==> config.mk <==
export PLATFORM = sky130hd
export DESIGN_NAME = sqrt_controller
export DESIGN_NICKNAME = d
export VERILOG_FILES = /design/src/rtl/sqrt_pkg.sv /design/src/rtl/sqrt_iter_counter.sv /design/src/rtl/sqrt_controller.sv
export SDC_FILE = /design/constraint.sdc
export NUM_CORES = 1
export LEC_CHECK = 0
export CORE_ASPECT_RATIO = 0.7
export CORE_MARGIN = 1.5
export CORE_UTILIZATION = 26
export CTS_CLUSTER_SIZE = 20
export DETAILED_ROUTE_END_ITERATION = 12
export HOLD_SLACK_MARGIN = 0.08
export PLACE_DENSITY = 0.52
export SLEW_MARGIN = 30
export SYNTH_ARGS = -nofsm -noshare
export SYNTH_HDL_FRONTEND = slang
export SYNTH_SLANG_ARGS = --single-unit
export TNS_END_PERCENT = 10
==> constraint.sdc <==
create_clock -name clk -period 4.55 [get_ports clk]
set_input_delay 0.6825 -clock clk [delete_from_list [all_inputs] [get_ports clk]]
set_output_delay 0.6825 -clock clk [all_outputs]
set_load 0.01 [all_outputs]
==> src/rtl/sqrt_pkg.sv <==
`default_nettype none
// ============================================================================
// sqrt_pkg : shared types and sizing helpers for the sqrt controller
// Rev 1.0
// ============================================================================
package sqrt_pkg;

    typedef enum logic [2:0] {
        IDLE = 3'd0,
        LOAD = 3'd1,
        ITER = 3'd2,
        OUT  = 3'd3,
        DONE = 3'd4
    } state_t;

    localparam int C_DEFAULT_LEVELS = 6;

    // Each level resolves one result bit; a SIZE-bit operand has SIZE/2 result bits.
    function automatic int calc_max_iter(input int size, input int levels);
        return (size + 2 * levels - 1) / (2 * levels);
    endfunction

endpackage
`default_nettype wire

==> src/rtl/sqrt_iter_counter.sv <==
`default_nettype none
// ============================================================================
// sqrt_iter_counter : saturating iteration counter with clear, enable and
//                     terminal-count flag (asserted on the last permitted pass)
// Rev 1.0
// ============================================================================
module sqrt_iter_counter #(
    parameter int MAX_COUNT = 3,
    parameter int WIDTH     = $clog2(MAX_COUNT + 1)
) (
    input  logic clk,
    input  logic rst_n,
    input  logic clr_i,
    input  logic en_i,
    output logic tc_o
);

    logic [WIDTH-1:0] cnt_q;
    logic [WIDTH-1:0] cnt_d;

    always_ff @(posedge clk or negedge rst_n) begin
        if (!rst_n) begin
            cnt_q <= '0;
        end else begin
            cnt_q <= cnt_d;
        end
    end

    always_comb begin
        cnt_d = cnt_q;
        if (clr_i) begin
            cnt_d = '0;
        end else if (en_i && (cnt_q != WIDTH'(MAX_COUNT))) begin
            cnt_d = cnt_q + WIDTH'(1);
        end
    end

    assign tc_o = (cnt_q == WIDTH'(MAX_COUNT - 1));

endmodule
`default_nettype wire

==> src/rtl/sqrt_controller.sv <==
`default_nettype none
// ============================================================================
// sqrt_controller : Moore control FSM for the multi-level integer sqrt
//                   datapath, with start/ready and valid/ack handshakes
// Rev 1.0
// ============================================================================
module sqrt_controller
    import sqrt_pkg::*;
#(
    parameter int SIZE     = 32,
    parameter int LEVELS   = C_DEFAULT_LEVELS,
    parameter int MAX_ITER = calc_max_iter(SIZE, LEVELS)
) (
    input  logic            clk,
    input  logic            rst_n,
    input  logic            start_i,
    input  logic [SIZE-1:0] in_num_i,
    output logic            ready_o,
    output logic            result_valid_o,
    input  logic            result_ack_i,
    output logic            error_o,
    output logic [SIZE-1:0] dp_num_o,
    output logic            ld_o,
    output logic            mux_select_o,
    output logic            ld_out_o,
    input  logic            finished_i
);

    state_t          state_q, state_d;
    logic [SIZE-1:0] op_q, op_d;
    logic            error_q, error_d;
    logic            cnt_clr;
    logic            cnt_en;
    logic            cnt_tc;

    sqrt_iter_counter #(
        .MAX_COUNT (MAX_ITER)
    ) u_iter_counter (
        .clk   (clk),
        .rst_n (rst_n),
        .clr_i (cnt_clr),
        .en_i  (cnt_en),
        .tc_o  (cnt_tc)
    );

    always_ff @(posedge clk or negedge rst_n) begin
        if (!rst_n) begin
            state_q <= IDLE;
            op_q    <= '0;
            error_q <= 1'b0;
        end else begin
            state_q <= state_d;
            op_q    <= op_d;
            error_q <= error_d;
        end
    end

    always_comb begin
        state_d = state_q;
        op_d    = op_q;
        error_d = error_q;
        cnt_clr = 1'b0;
        cnt_en  = 1'b0;
        case (state_q)
            IDLE: begin
                if (start_i) begin
                    op_d    = in_num_i;
                    error_d = 1'b0;
                    cnt_clr = 1'b1;
                    state_d = LOAD;
                end
            end
            LOAD: state_d = ITER;
            ITER: begin
                cnt_en = 1'b1;
                // A finishing pass wins over the budget check on the last pass.
                if (finished_i) begin
                    state_d = OUT;
                end else if (cnt_tc) begin
                    error_d = 1'b1;
                    state_d = OUT;
                end
            end
            OUT:  state_d = DONE;
            DONE: begin
                if (result_ack_i) begin
                    state_d = IDLE;
                end
            end
            default: state_d = IDLE;
        endcase
    end

    assign ready_o        = (state_q == IDLE);
    assign result_valid_o = (state_q == DONE);
    assign error_o        = (state_q == DONE) && error_q;
    assign ld_o           = (state_q == LOAD) || (state_q == ITER);
    assign mux_select_o   = (state_q == LOAD);
    assign ld_out_o       = (state_q == OUT);
    assign dp_num_o       = op_q;

endmodule
`default_nettype wire

==> results of run 1 <==
[logic make-up after synthesis]
kind of cell / after synthesis
compound gates: 6
xor+xnor: 1
fa+ha+maj: 2
buf+inv: 10
flops: 38
mux: 33
simple gates: 13
[Yosys cell counts]
cell / count
xnor2_1: 1
buf_12: 4
mux2_4: 27
dfrtp_1: 38
and2_1: 1
nor4b_2: 1
nor3_2: 1
o21ai_0: 1
nor2_1: 7
a41oi_1: 1
nor3b_1: 1
ha_1: 2
a21o_1: 3
nand2b_1: 1
and2_4: 1
mux2i_1: 1
mux2_1: 5
a21oi_1: 1
buf_6: 1
inv_1: 5
[sequential cells by signal, summed over array words and instances, names as in the netlist]
name	flops
error_q	1
u_iter_counter.cnt_q	2
dp_num_o	32
state_q	3
[layout by cell type (no fill, tap or decap), drive strengths merged]
cell,instances
nand2b,1
a21o,3
buf,1
clkbuf,7
o21ai,1
and2,2
a21oi,1
nor2,7
xnor2,1
ha,2
inv,5
mux2i,1
clkdlybuf4s50,73
nor3,1
a41oi,1
bufinv,1
mux2,32
dfrtp,38
nor4b,1
nor3b,1
[power by group through the flow]
stage	combinational (mW)	sequential (mW)	clock, mW
detailed placement	0.917	0.625	0
global placement	0.896	0.624	0
CTS	0.921	0.626	0.289
floorplan	0.480	0.675	0
finish	0.907	0.624	0.277
global route	0.964	0.647	0.302
[cell type report]
type                       instances  area share
inverter                           5     0.00739
sequential                        38       0.375
tap                               78      0.0384
timing repair buffer              74       0.291
clock buffer                       7      0.0301
clock inverter                     1      0.0118
multi-input combinational         55       0.247
[how the worst min path moves through the flow]
stage                                          end  cells past startpoint                    start
after floorplan            dp_num_o[0]$_DFFE_PN0P_                      0                    rst_n
after global placement     dp_num_o[0]$_DFFE_PN0P_                      1  dp_num_o[0]$_DFFE_PN0P_
after detailed placement   dp_num_o[1]$_DFFE_PN0P_                      1  dp_num_o[1]$_DFFE_PN0P_
after CTS                  dp_num_o[1]$_DFFE_PN0P_                      1  dp_num_o[1]$_DFFE_PN0P_
after global routing      dp_num_o[10]$_DFFE_PN0P_                      1                    rst_n
final                     dp_num_o[30]$_DFFE_PN0P_                      1                    rst_n
[metal layers]
layer / GRT usage / routed length [um] / vias up
li1: - / - / 500
met1: 0.145 / 1710 / 528
met2: 0.173 / 1760 / 39
met3: 0.0390 / 254 / 2
met4: 0.0376 / 35 / 0
met5: 0 / 0 / -
==> results by group, run 1 <==
Timing
  – Tcrit/Tclk final: 0.554
  – Unrepaired setup endpoints after global routing: no
  – Setup ws final: ~2 ns
  – Setup Skew: 0.0111 ns
  – Tmin final: between 2 and 3 ns
  – Worst Tran Pin Value: between 0.6 and 0.7 ns
  – Worst slew margin: 0.584
  – Slew Limit Fails: 0
  – Max frequency: roughly 400 MHz
  – # setup viols final: 0
  – Final Hold Vio Count: 0
  – Hold slack: approximately 0.36 ns
  – Setup TNS: 0 ns

Layout
  – Non-Filler Instances: 258
  – Area of the multi-input gates: 627 um2
  – Post-route cell area: ~2500 um2
  – Diode count: 0
  – Area Overhead vs Synth: 50.4%
  – Layout cells sized above 1: 0.206
  – Seq. cell area: roughly 950 um2
  – Final core occ: 0.406
  – Filler Cell Count: between 500 and 600
  – Net count, final: 218

GRT
  – Overall Global Routing Usage: 0.112
  – Initial antenna violation count: 0
  – Largest net degree at the start of global routing: 39
  – First-pass GRT wire length: between 6000 and 7000 um
  – GRT overflow: 0
  – Vias in the first global route: ~1,200

Worst setup path
  – Critical Path Sink Type: output port
  – Crit path max fanout: 10
  – CP arrival: 1.84 ns
  – Worst setup SP type: register
  – Worst Path Required: 3.87 ns
  – CP endpoint: error_o
  – Cell Chain, Critical Path: nor3b_1 -> and2_1 -> clkdlybuf4s50_1
  – Reg2reg path depth: 3
  – Crit. path cell count: 3
  – Slowest CP cell: clkdlybuf4s50_1
  – CP Launch Point: state_q[1]$_DFFE_PN0P_
  – Crit path max-delay family: simple AND/OR/NAND/NOR gates
  – RR Startpoint: state_q[1]$_DFFE_PN0P_
  – Max stage delay on crit path: around 0.53 ns
  – Buf+Inv Stages, Crit Path: 1
  – R2R Path End: dp_num_o[29]$_DFFE_PN0P_
  – R2R setup slack: between 2 and 3 ns
  – Crit path kind: reg -> out

Pwr
  – Sw Pwr: ~540 uW
  – Sw Share: 0.301
  – Power per cell area: 712 nW/um2
  – Part of the power in the clock network: 0.153
  – Total power: between 1.5 and 2 mW
  – Peak VDD IR: around 0.32 mV
  – Pleak: 1.12 nW
  – Internal power: ~1.3 mW
  – Combinational power share: 0.502
  – Sequential share of power: 0.345

Floorplanning
  – Ports: 75
  – Die H: 70.4 um
  – Initial Utilization: 0.270
  – Die W: 99.3 um
  – Core Box Area: 6250 um2
  – Total Die Area: roughly 7000 um2
  – Placement Rows: 24

Synth
  – Post-Syn Instances: about 100
  – Post-Synth XOR/XNOR Area: 0.00519
  – Area leader, netlist: dfrtp_1
  – Simple logic cell fraction of the synthesized area: 0.0474
  – Share of the synthesized area in the top cell type: 0.563
  – Post-synthesis mux area share: 0.279
  – Largest cells by area after synthesis: dfrtp_1, mux2_4, buf_12
  – Unique masters post-synth: 20
  – Compound-Gate Fraction of Synth Area: 0.0245
  – Syn Std Cell Area: 1690 um2
  – Mapped Avg Cell Area: 16.4 um2
  – Yosys Warn Count: 0
  – Largest family of logic cells by synthesized area: multiplexers
  – Register area share after synthesis: 0.563
  – Adder-cell area share of the yosys netlist: 0.0148
  – Count of state elements after synthesis: 38
  – Syn_nets: ~140

Placed design
  – Setup WS pre-CTS: approximately 2.3 ns
  – DPL Wire Length: 2640 um
  – Area after DPL: approximately 2400 um2
  – Placed Cells: 250
  – Port Buffers: 74
  – Placer Congestion: a little over 0.7

Run
  – MaxCap Viol Count: 0

Clock network
  – Clock Tree Root: clkbuf_8
  – CTS sink cnt: 38
  – CTS tree: done
  – CTS buffer count: 5
  – CTS Buffer Depth: 2
  – # H-tree levels: 2
  – Cts hold-fix bufs: 0
  – Post_cts resized: 0
  – Clock-pin slew on the worst setup and hold paths: about 0.080 ns
  – Clk Latency, worst-skew pair: 0.28 ns
  – # Post-CTS Setup Buffers: 0

Detailed routing
  – Wire per inst: 14.6 um
  – Routed WL: 3760 um
  – Pre-Repair DR Iteration Count: 4
  – DRT antenna net count: 0
  – DR iter-0 viols: 28
  – DR vias/cell: 4.14
  – Total number of vias: between 1,000 and 1,500
  – Residual DRC count: 0

Outcome
  – Status: finished clean

Min path
  – HP Class: in -> async
Power figures use the tool's default switching activity.
==> run 2: changes to the inputs <==
- PLACE_DENSITY: 0.52 -> 0.54
- clock period: 4.55 -> 2.15 ns (I/O delays scaled with it)
==> run 2 against run 1 <==
Against the previous run: sequential power up 110%; worst hold slack better by 0.13 ns; sequential share of layout area down 0.22 points; critical path depth up 1; cell count up 1.2%; global-route usage up 0.42 points; clock skew down 0.0062 ns; worst setup slack worse by 2.0 ns; first-iteration DRC count up 75%.
==> results by group, run 2 (synthesis results as in run 1) <==
Detailed routing
  – DRT antenna net count: 0
  – DR iter-0 viols: 49
  – Routed WL: between 3000 and 4000 um
  – Total number of vias: 1,096
  – Pre-Repair DR Iteration Count: 4
  – Residual DRC count: 0
  – Wire per inst: approximately 14 um
  – DR vias/cell: 4.20

GRT
  – GRT overflow: 0
  – First-pass GRT wire length: slightly above 6000 um
  – Initial antenna violation count: 0
  – Largest net degree at the start of global routing: 39
  – Overall Global Routing Usage: 0.116
  – Vias in the first global route: about 1,200

Clock network
  – CTS buffer count: 5
  – # H-tree levels: 2
  – Clock-pin slew on the worst setup and hold paths: approximately 0.070 ns
  – CTS Buffer Depth: 2
  – Clk Latency, worst-skew pair: 0.28 ns
  – CTS tree: done
  – CTS sink cnt: 38
  – # Post-CTS Setup Buffers: 0
  – Clock Tree Root: clkbuf_8

Floorplanning
  – Placement Rows: 24
  – Die H: roughly 70 um
  – Total Die Area: 6990 um2
  – Die W: between 90 and 100 um
  – Ports: 75
  – Core Box Area: approximately 6200 um2
  – Initial Utilization: 0.270

Worst setup path
  – Crit path max fanout: 5
  – Critical Path Sink Type: output port
  – CP arrival: about 1.8 ns
  – Crit path kind: reg -> out
  – Worst setup SP type: register
  – Worst Path Required: between 1.5 and 2 ns
  – R2R setup slack: around 0.49 ns

Timing
  – Tmin final: between 2 and 2.5 ns
  – Unrepaired setup endpoints after global routing: yes
  – # setup viols final: 0
  – Slew Limit Fails: 0
  – Tcrit/Tclk final: 0.984
  – Setup TNS: 0 ns
  – Setup Skew: 0.00483 ns
  – Final Hold Vio Count: 0
  – Max frequency: 472 MHz
  – Worst Tran Pin Value: ~0.47 ns
  – Worst slew margin: 0.686
  – Setup ws final: ~0.033 ns

Pwr
  – Pleak: 1.13 nW
  – Peak VDD IR: between 0.4 and 0.5 mV
  – Power per cell area: 1470 nW/um2

Layout
  – Diode count: 0
  – Area Overhead vs Synth: 51.3%
  – Non-Filler Instances: ~260
  – Max reg flops: 32
  – Layout cells sized above 1: 0.224
  – Net count, final: between 200 and 250
  – Most frequent cells in the layout: clkdlybuf4s50_1, dfrtp_1, mux2_4, nor2_1, clkbuf_8
  – Commonest non-fill, non-tap cell in the layout: clkdlybuf4s50_1

Placed design
  – Setup WS pre-CTS: ~0.27 ns
  – Placer Congestion: ~0.84
  – DPL Wire Length: 2750 um
  – Port Buffers: between 70 and 80
  – Placed Cells: ~250

Run
  – MaxCap Viol Count: 0

Min path
  – HP Class: reg -> reg

Outcome
  – Status: finished clean
[run 2: changes by cell type in the layout (fill, tap and decap cells not counted)]
cell	previous run	this run
clkbuf_8	5	6
nor3b_1	1	0
bufinv_16	1	0
nor3b_2	0	1
clkbuf_1	2	1
clkinv_2	0	1
buf_4	1	3
dlygate4sd3_1	0	1
[run 2: power by group]
group / total [mW] / internal, mW / switching (mW)
Combinational: 1.95 / 1.27 / 0.680
Sequential: 1.32 / 1.08 / 0.241
Clock: 0.494 / 0.259 / 0.235
Total: 3.76 / 2.60 / 1.16
[run 2: per-stage QoR]
step           total power, mW  hold slack [ns]  utilization  cell area, um2
2_1_floorplan             2.45           0.0269            -            1690
3_3_place_gp              3.23            0.465        0.391            2440
3_5_place_dp              3.29            0.478        0.391            2440
4_1_cts                   3.83            0.171        0.407            2540
5_1_grt                   4.01            0.513        0.409            2550
6_report                  3.76            0.494        0.409            2550
[run 2: area by class of cell]
class | count | area [um2]
fillers | 588 | 3690
flip-flops and latches | 38 | 951
repair buffers | 77 | 763
multi-input cells | 55 | 632
well taps | 78 | 97.6
clock buffers | 7 | 86.3
inverters | 5 | 18.8
clock inverters | 1 | 5.00
[run 2: routing by layer]
| metal | wire length [um] | global-route usage | up-vias |
|---|---|---|---|
| li1 | - | - | 508 |
| met1 | 1700 | 0.141 | 536 |
| met2 | 1760 | 0.196 | 50 |
| met3 | 261 | 0.0320 | 2 |
| met4 | 37 | 0.0438 | 0 |
| met5 | 0 | 0 | - |
[run 2: timing repair]
item / 4_1_cts / 5_1_grt
endpoints found under the hold margin: 0 / 38
gates resized for setup: 1 / 0
hold buffers: 0 / 1
setup endpoints to repair: 1 / 2
[run 2: path summary, 6_finish.rpt]
kind,start,end,cells past startpoint
min in group asynchronous,rst_n,dp_num_o[28]$_DFFE_PN0P_,2
min,dp_num_o[28]$_DFFE_PN0P_,dp_num_o[28]$_DFFE_PN0P_,1
max,state_q[2]$_DFFE_PN0P_,ld_o,4
max reg2reg,state_q[1]$_DFFE_PN0P_,dp_num_o[19]$_DFFE_PN0P_,4
min reg2reg,dp_num_o[28]$_DFFE_PN0P_,dp_num_o[28]$_DFFE_PN0P_,1
max in group asynchronous,rst_n,dp_num_o[14]$_DFFE_PN0P_,2
[run 2: critical path: stages (launching register included)]
cell             delay (ns)
dfrtp_1                0.44
nand2b_1               0.19
nor2_1                 0.22
a21o_1                 0.13
clkdlybuf4s50_1        0.53
==> run 3: changes to the inputs <==
- RECOVER_POWER: not set -> 100
- SETUP_SLACK_MARGIN: not set -> 0.3
==> run 3 against run 2 <==
Against the previous run: cell count up 3.4%; sequential power about the same; clock-buffer cell count unchanged; critical path depth down 1; wire length up 1.6%; worst hold slack worse by 0.010 ns; clock skew about the same; flip-flop and latch count unchanged; first-iteration DRC count down 10%; cell area up 1.2%; sequential share of layout area down 0.40 points; highest routed layer unchanged.
==> results by group, run 3 (synthesis results as in run 1) <==
Pwr
  – Peak VDD IR: ~0.47 mV
  – Power per cell area: approximately 1400 nW/um2
  – Sequential share of power: 0.356
  – Total power: between 3 and 4 mW
  – Part of the power in the clock network: 0.136
  – Combinational power share: 0.507
  – Sw Pwr: 1.16 mW
  – Pleak: between 1 and 1.5 nW
  – Internal power: around 2.5 mW
  – Sw Share: 0.319

Timing
  – Setup TNS: 0 ns
  – Unrepaired setup endpoints after global routing: yes
  – Final Hold Vio Count: 0
  – Tcrit/Tclk final: 0.932
  – Worst slew margin: 0.380
  – Tmin final: 2.00 ns
  – Worst Tran Pin Value: between 0.9 and 1 ns
  – # setup viols final: 0
  – Slew Limit Fails: 0
  – Setup Skew: 0.00477 ns
  – Hold slack: between 0.4 and 0.5 ns
  – Max frequency: 499 MHz

Floorplanning
  – Total Die Area: ~7000 um2
  – Ports: 75
  – Die H: about 70 um
  – Die W: just under 100 um
  – Placement Rows: 24
  – Core Box Area: 6250 um2
  – Initial Utilization: 0.270

Placed design
  – Port Buffers: 74
  – DPL Wire Length: around 2700 um
  – Placer Congestion: about 0.84

Outcome
  – Status: finished clean

Detailed routing
  – DR vias/cell: about 4.2
  – Total number of vias: around 1,100
  – DR iter-0 viols: 44
  – Residual DRC count: 0
  – Routed WL: roughly 3800 um
  – Wire per inst: between 10 and 15 um
  – Pre-Repair DR Iteration Count: 4
  – DRT antenna net count: 0

Run
  – MaxCap Viol Count: 0

Clock network
  – # H-tree levels: 2
  – CTS sink cnt: 38
  – Clock-pin slew on the worst setup and hold paths: ~0.07 ns
  – CTS Buffer Depth: 2
  – CTS tree: done
  – Clock Tree Root: clkbuf_8
  – CTS buffer count: 5
  – Clk Latency, worst-skew pair: ~0.28 ns

Layout
  – Commonest non-fill, non-tap cell in the layout: clkdlybuf4s50_1
  – Filler Cell Count: between 500 and 600
  – Most frequent cells in the layout: clkdlybuf4s50_1, dfrtp_1, dlygate4sd3_1, mux2_4, mux2_1
  – Diode count: 0
  – Net count, final: between 200 and 250
  – Max reg flops: 32
  – Layout cells sized above 1: 0.214
  – Area Overhead vs Synth: 53.2%
  – Final core occ: 0.414

Worst setup path
  – CP arrival: between 1.5 and 2 ns
  – Crit path kind: reg -> out
  – Critical Path Sink Type: output port
  – Crit path max fanout: 4
  – Worst Path Required: around 1.8 ns
  – Worst setup SP type: register

GRT
  – Initial antenna violation count: 0
  – GRT overflow: 0
  – First-pass GRT wire length: roughly 6300 um
  – Largest net degree at the start of global routing: 39
  – Overall Global Routing Usage: 0.118
  – Vias in the first global route: around 1,300

Min path
  – HP Class: reg -> reg
run 3: layout make-up:
cell class	instances	area, um2	share of cell area
Sequential cell	38	952	0.368
Clock buffer	7	86.3	0.0334
Inverter	5	18.8	0.00726
Clock inverter	1	5.00	0.00194
Tap cell	78	97.6	0.0378
Timing Repair Buffer	86	821	0.318
Multi-Input combinational cell	55	604	0.234
run 3: final timing paths:
kind                                          from                  endpoint  slack, ns  cells after the start
setup / recovery            state_q[0]$_DFFE_PN0P_                   ready_o       0.15                      3
hold / removal             dp_num_o[2]$_DFFE_PN0P_   dp_num_o[2]$_DFFE_PN0P_       0.48                      1
setup reg to reg            state_q[0]$_DFFE_PN0P_  dp_num_o[19]$_DFFE_PN0P_       0.17                      5
hold reg to reg            dp_num_o[2]$_DFFE_PN0P_   dp_num_o[2]$_DFFE_PN0P_       0.48                      1
max in group asynchronous                    rst_n    state_q[1]$_DFFE_PN0P_       0.79                      2
min in group asynchronous                    rst_n  dp_num_o[28]$_DFFE_PN0P_       0.72                      2
run 3: layer usage:
metal	vias up	track usage	routed length, um
li1	531	-	-
met1	553	0.141	1710
met2	50	0.200	1810
met3	4	0.0320	235
met4	0	0.0501	59
met5	-	0	0
run 3: critical path: stages (launching register included):
cell and delay [ns]:
dfrtp_1 0.44, clkbuf_1 0.14, nor3_2 0.18, dlygate4sd3_1 0.64
run 3: stage by stage:
stage          instance area [um2]  setup WS [ns]  cells
2_1_floorplan                 1690          0.554    103
3_3_place_gp                  2440          0.387    252
3_5_place_dp                  2440          0.273    252
4_1_cts                       2590          0.142    266
5_1_grt                       2580         0.0617    270
6_report                      2580          0.147    270
run 3: timing repair:
item	4_1_cts	5_1_grt
setup buffers	6	3
hold buffers	0	1
hold endpoints to repair	0	38
gates resized for setup	5	2
endpoints found under the setup margin	6	6
pin swaps	2	1
run 3: power groups by stage:
stage                     sequential (mW)  combinational (mW)  clock, mW
after CTS                            1.32                2.07      0.524
final                                1.29                1.84      0.493
after global placement               1.31                1.92          0
after detailed placement             1.33                1.96          0
after floorplan                      1.43                1.02          0
after global routing                 1.35                1.97      0.557
